[src/rtl/conv_sequencer.sv]
// Convolution sequencer: streams kernel and window words from a FIFO, issues one kernel
// row per round across the multiplier lanes, then folds lane sums through the final adder.

module conv_lane #(
  parameter int BIT_LENGTH = 32
) (
  input  logic                  Clk,
  input  logic                  Rst,
  input  logic                  ld,
  input  logic                  clr,
  input  logic                  track,
  input  logic [BIT_LENGTH-1:0] a_in,
  input  logic [BIT_LENGTH-1:0] b_in,
  input  logic                  rdy,
  output logic [BIT_LENGTH-1:0] a,
  output logic [BIT_LENGTH-1:0] b,
  output logic                  seen
);
  // Operands hold between loads; seen is sticky so repeated mReady pulses are harmless.
  always_ff @(posedge Clk or negedge Rst) begin
    if (!Rst) begin
      a    <= '0;
      b    <= '0;
      seen <= 1'b0;
    end else begin
      if (ld) begin
        a <= a_in;
        b <= b_in;
      end
      if (clr)              seen <= 1'b0;
      else if (track && rdy) seen <= 1'b1;
    end
  end
endmodule

module conv_sequencer #(
  parameter int BIT_LENGTH = 32,
  parameter int LANES      = 3,
  parameter int ADD_LAT    = 4
) (
  input  logic                        Clk,
  input  logic                        Rst,
  input  logic                        cStart,
  output logic                        cReady,
  output logic                        fifo_rd,
  input  logic                        fifo_empty,
  input  logic [BIT_LENGTH-1:0]       fifo_data,
  output logic [LANES*BIT_LENGTH-1:0] mul_a,
  output logic [LANES*BIT_LENGTH-1:0] mul_b,
  output logic [LANES-1:0]            mStart,
  input  logic [LANES-1:0]            mReady,
  output logic                        lane_clr,
  input  logic [LANES*BIT_LENGTH-1:0] lane_sum,
  output logic                        finalAdd,
  output logic [BIT_LENGTH-1:0]       finalAddend,
  output logic                        sum_clr
);
  localparam int N  = LANES * LANES;
  localparam int NW = 2 * N;
  localparam int CW = $clog2(NW + 1);
  localparam int IW = $clog2(NW);
  localparam int KW = (LANES > 1) ? $clog2(LANES) : 1;
  localparam int AW = (ADD_LAT > 1) ? $clog2(ADD_LAT) : 1;

  typedef enum logic [2:0] {IDLE, LOAD, ISSUE, WAIT, FADD, FWAIT, DONE} state_t;

  state_t                              state;
  logic [CW-1:0]                       rd_cnt, wr_cnt;
  logic                                rd_pend;
  logic [NW-1:0][BIT_LENGTH-1:0]       dbuf;
  logic [KW-1:0]                       row, k, row_sel;
  logic [AW-1:0]                       fw_cnt;
  logic [LANES-1:0]                    seen;
  logic [LANES-1:0][BIT_LENGTH-1:0]    lsum, lane_a, lane_b;
  logic                                start_acc, last_cap, row_done, last_row, op_ld;

  assign lsum  = lane_sum;
  assign mul_a = lane_a;
  assign mul_b = lane_b;

  // Kernel words occupy dbuf[0..N-1], window words dbuf[N..2N-1], in arrival order.
  always_comb begin
    start_acc = cStart && (state == IDLE || state == DONE);
    fifo_rd   = (state == LOAD) && !fifo_empty && (rd_cnt != CW'(NW));
    last_cap  = (state == LOAD) && rd_pend && (wr_cnt == CW'(NW - 1));
    row_done  = (state == WAIT) && (&(seen | mReady));
    last_row  = (row == KW'(LANES - 1));
    op_ld     = last_cap || (row_done && !last_row);
    row_sel   = row_done ? KW'(row + 1'b1) : '0;
  end

  for (genvar g = 0; g < LANES; g++) begin : g_lane
    logic [IW-1:0] kidx, widx;
    assign kidx = IW'(LANES * row_sel + g);
    assign widx = IW'(N + LANES * row_sel + g);

    conv_lane #(.BIT_LENGTH(BIT_LENGTH)) u_lane (
      .Clk   (Clk),
      .Rst   (Rst),
      .ld    (op_ld),
      .clr   (row_done || start_acc),
      .track (state == WAIT),
      .a_in  (dbuf[kidx]),
      .b_in  (dbuf[widx]),
      .rdy   (mReady[g]),
      .a     (lane_a[g]),
      .b     (lane_b[g]),
      .seen  (seen[g])
    );
  end

  // Strobes are set on the edge entering their state so each is high for that state only.
  always_ff @(posedge Clk or negedge Rst) begin
    if (!Rst) begin
      state       <= IDLE;
      cReady      <= 1'b0;
      mStart      <= '0;
      finalAdd    <= 1'b0;
      lane_clr    <= 1'b0;
      sum_clr     <= 1'b0;
      finalAddend <= '0;
      rd_cnt      <= '0;
      wr_cnt      <= '0;
      rd_pend     <= 1'b0;
      dbuf        <= '0;
      row         <= '0;
      k           <= '0;
      fw_cnt      <= '0;
    end else begin
      mStart   <= '0;
      finalAdd <= 1'b0;
      lane_clr <= 1'b0;
      sum_clr  <= 1'b0;
      rd_pend  <= fifo_rd;
      if (fifo_rd) rd_cnt <= rd_cnt + 1'b1;
      if (rd_pend) begin
        dbuf[wr_cnt[IW-1:0]] <= fifo_data;
        wr_cnt               <= wr_cnt + 1'b1;
      end
      case (state)
        IDLE, DONE: if (cStart) begin
          lane_clr <= 1'b1;
          sum_clr  <= 1'b1;
          cReady   <= 1'b0;
          rd_cnt   <= '0;
          wr_cnt   <= '0;
          row      <= '0;
          k        <= '0;
          fw_cnt   <= '0;
          state    <= LOAD;
        end
        LOAD: if (last_cap) begin
          mStart <= '1;
          state  <= ISSUE;
        end
        ISSUE: state <= WAIT;
        WAIT: if (row_done) begin
          if (!last_row) begin
            row    <= row + 1'b1;
            mStart <= '1;
            state  <= ISSUE;
          end else begin
            finalAdd    <= 1'b1;
            finalAddend <= lsum[0];
            k           <= '0;
            state       <= FADD;
          end
        end
        FADD: begin
          fw_cnt <= '0;
          state  <= FWAIT;
        end
        FWAIT: if (fw_cnt == AW'(ADD_LAT - 1)) begin
          if (k == KW'(LANES - 1)) begin
            cReady <= 1'b1;
            state  <= DONE;
          end else begin
            k           <= k + 1'b1;
            finalAdd    <= 1'b1;
            finalAddend <= lsum[k + 1'b1];
            state       <= FADD;
          end
        end else begin
          fw_cnt <= fw_cnt + 1'b1;
        end
        default: state <= IDLE;
      endcase
    end
  end
endmodule

[config.mk]
export PLATFORM = sky130hd
export DESIGN_NAME = conv_sequencer
export DESIGN_NICKNAME = d
export VERILOG_FILES = /design/src/rtl/conv_sequencer.sv
export SDC_FILE = /design/constraint.sdc
export NUM_CORES = 2
export LEC_CHECK = 0
export ABC_AREA = 1
export BUFFER_PORTS_ARGS = -buffer_cell sky130_fd_sc_hd__buf_4
export CAP_MARGIN = 30
export CORE_ASPECT_RATIO = 1.2
export CORE_MARGIN = 4
export CORE_UTILIZATION = 40
export CTS_CLUSTER_SIZE = 10
export DETAILED_ROUTE_END_ITERATION = 12
export PLACE_DENSITY = 0.56
export REMOVE_ABC_BUFFERS = 1
export SYNTH_ARGS = -nofsm -noshare
export SYNTH_HDL_FRONTEND = slang
export SYNTH_SLANG_ARGS = --single-unit
[constraint.sdc]
create_clock -name Clk -period 4.3 [get_ports Clk]
set_input_delay 0.645 -clock Clk [delete_from_list [all_inputs] [get_ports Clk]]
set_output_delay 0.645 -clock Clk [all_outputs]
set_load 0.05 [all_outputs]
==> flow_summary.toml <==
[run_status]
status = "complete, no violations"

[power]
p_per_area_nw_per_um2 = 677
power_mw = 35.8
p_leak_nw = 25.9
vdd_drop_max_v = 0.000362

[critical_path]
slowest_stage = "buf_4"
cp_max_fo = 33
r2r-start = "state[0]"
path_cells = "nand2_1 > nor2_4 > nand2_4 > nor2_1 > ha_4 > buf_4 > nand3_1 > nand3_1 > nand3_1 > a21oi_1"
cpLargestDelayFamily = "simple AND/OR/NAND/NOR gates"
startpoint = "state[0]"
critPathMaxStageDelay_ns = 0.68
critPathBufInv = 1
worstSetupPathType = "reg2reg"
cp_data_arrival_time_ns = 4.16
start_kind = "register"
critPathRequiredTime_ns = 4.90
cpMostUsedCell = "nand3_1"
end_kind = "register"

[yosys]
ys_warn_count = 0
synth-seq-cells = 827
ys_async_sr_fraction_pct = 100
ys_types = 34
synth.cell_area_sq_um = 45400
synth_top_area_share_pct = 45.6
synthTopCellsByCount = "1,782 x nand2_1, 1,245 x nand3_1, 827 x dfrtp_1, 746 x o21ai_0, 380 x inv_1"
ys_seq_area_share_pct = 45.6
yosysMostFrequentCell = "nand2_1"
synthFlopType = "dfrtp_1"
syn_inst = 6327
yosys.area.top_type = "dfrtp_1"
synth_edf_count = 0
ys_top_cells_by_area = "dfrtp_1 46%, nand2_1 15%, nand3_1 14%"
synth_area_per_cell_sq_um = 7.18

[job]
cap_violations = 0

[cts]
clkTransAtPathRegs_ns = 0.06
cts_buffer_depth = 3
cts_made_buffers = 97
cts_tree = "yes"
cts_setup_buffers = 0
clk_latency_ns = 0.70
htree_levels = 3
cts_sinks = 827
post_cts_resized = 0
root_buffer = "clkbuf_16"

[sta]
slew_viol_final = 0
worst_pin_slew_ns = 1.08
hold_viol = 0
period_share_pct = 82.7
period_minus_slack_ns = 3.56
maxSlewHeadroom_pct = 28.0
worst_slack_ns = 0.745
rsz0062_at_grt = "no"
finalSetupViolCount = 0
setup-tns-final_ns = 0
finalClockSkew_ns = 0.0277
fmax_mhz = 281

[min_path]
hp-start = "fifo_data[26]"
hp-class = "in2reg"

[routing]
num_vias = 47200
wirelength_um = 199000
drc = 0
drtAntennaViolNets = 0
dr.pass1.iters = 8
avgViaCountPerCell = 5.90
drt_iter0_drc = 5798
wl_per_cell_um = 24.9

[finish]
antenna_cells = 0
nets = 6604
syn2layout_area_growth_pct = 16.4
fin_util_pct = 46.9
layoutNonFillerInstCount = 7995
drive_gt1_share_pct = 11.2

[placement]
gp_congestion = 0.887
io_buffers = 366
dp_slack_ns = 0.851
dp_cells = 7860
place_hpwl_um = 118000

[die]
fp.dieW_um = 316
core_area_sq_um = 113000
die-area_sq_um = 119000
ios = 367
start_util_pct = 40.3
die_h_um = 377
num_rows = 135

[global_route]
grt_antenna_before_repair = 1
grt_max_degree = 184
grt_pass1_wl_um = 296000
grt_pass1_vias = 45500
grtUsageTotal_pct = 32.9
overflow = 0
[per-layer routing]
| metal | GRT usage, % | vias up | routed length (um) |
|---|---|---|---|
| met5 | 0 | - | 15 |
| met4 | 15.9 | 2 | 11200 |
| met3 | 7.00 | 669 | 21500 |
| met2 | 51.9 | 2858 | 88300 |
| met1 | 43.1 | 22400 | 77800 |
| li1 | - | 21300 | - |
[registers in the layout, summed over array words and instances (netlist names), 2 cells and up]
| name | flops |
|---|---|
| g_lane.u_lane.a | 96 |
| row | 2 |
| k | 2 |
| fw_cnt | 2 |
| dbuf | 576 |
| rd_cnt | 5 |
| g_lane.u_lane.b | 96 |
| state | 3 |
| g_lane.u_lane.seen | 3 |
| finalAddend | 32 |
| wr_cnt | 5 |
[path summary, 6_finish.rpt]
| check | endpoint | slack [ns] | cells past startpoint |
|---|---|---|---|
| worst max register to register | g_lane[1].u_lane.b[8] | 0.74 | 10 |
| min in group asynchronous | g_lane[0].u_lane.a[13] | 0.58 | 2 |
| max in group asynchronous | dbuf[160] | 2.52 | 4 |
| worst min register to register | rd_cnt[4] | 0.47 | 1 |
| worst min-delay path | dbuf[410] | 0.17 | 3 |
| worst max-delay path | g_lane[1].u_lane.b[8] | 0.74 | 10 |
[metrics by stage]
stage          area (sq um)  hold slack, ns
5_1_grt               52900           0.188
3_3_place_gp          49900           0.461
3_5_place_dp          50000           0.465
6_report              52900           0.169
2_1_floorplan         43400           0.349
4_1_cts               52800           0.127
[power by group]
part           switching (mW)  internal (mW)
clock                    3.36           4.40
combinational            11.0           4.76
sequential               2.04           10.2
[worst reg2reg max path, stage by stage (launching register included)]
cell and delay, ns:
dfrtp_1 0.48, nand2_1 0.13, nor2_4 0.22, nand2_4 0.21, nor2_1 0.37, ha_4 0.65, buf_4 0.70, nand3_1 0.26
nand3_1 0.15, nand3_1 0.12, a21oi_1 0.16
[cell families after synthesis]
logic type                 count (synthesis)  share of synthesized area (%)
xor gates and xnor gates                   4                         0.0771
muxes                                     41                          0.991
buffers and inverters                    878                           7.75
AOI/OAI and AO/OA                       1070                           12.2
DFF                                      827                           45.6
and+or+nand+nor                         3492                           33.0
adders and majority gates                 15                          0.430
[layout make-up]
class,count,area (sq um)
repair buffers,520,4570
well taps,1507,1890
clock buffers,126,2720
clock inverters,7,70.1
fillers,11500,60000
multi-input cells,4622,21500
inverters,386,1460
flip-flops and latches,827,20700
[what timing repair did]
action,in CTS,in global routing
hold buffers,1,0
endpoints found under the hold margin,19,0
setup endpoints to repair,0,0
[layout by cell type, fill, tap and decap left out, types with 4 or more instances in the layout]
cell | Yosys | final
o22ai_1 | 5 | 4
buf_4 | 14 | 467
ha_1 | 14 | 9
o211ai_1 | 21 | 21
o21ai_0 | 746 | 746
nor2_4 | 2 | 13
nand3_1 | 1245 | 1243
clkbuf_1 | 328 | 15
buf_12 | 0 | 48
nand4_1 | 111 | 111
a21oi_1 | 243 | 242
dfrtp_1 | 827 | 827
o21ai_1 | 22 | 21
clkbuf_16 | 0 | 101
mux2_2 | 32 | 32
nor3_1 | 7 | 7
inv_1 | 380 | 375
nand2_1 | 1782 | 1762
mux2i_1 | 9 | 9
inv_2 | 5 | 7
nor2_1 | 336 | 327
nand2_2 | 0 | 18
clkbuf_8 | 0 | 10
a32oi_1 | 32 | 32
(Power assumes the default switching activity.)
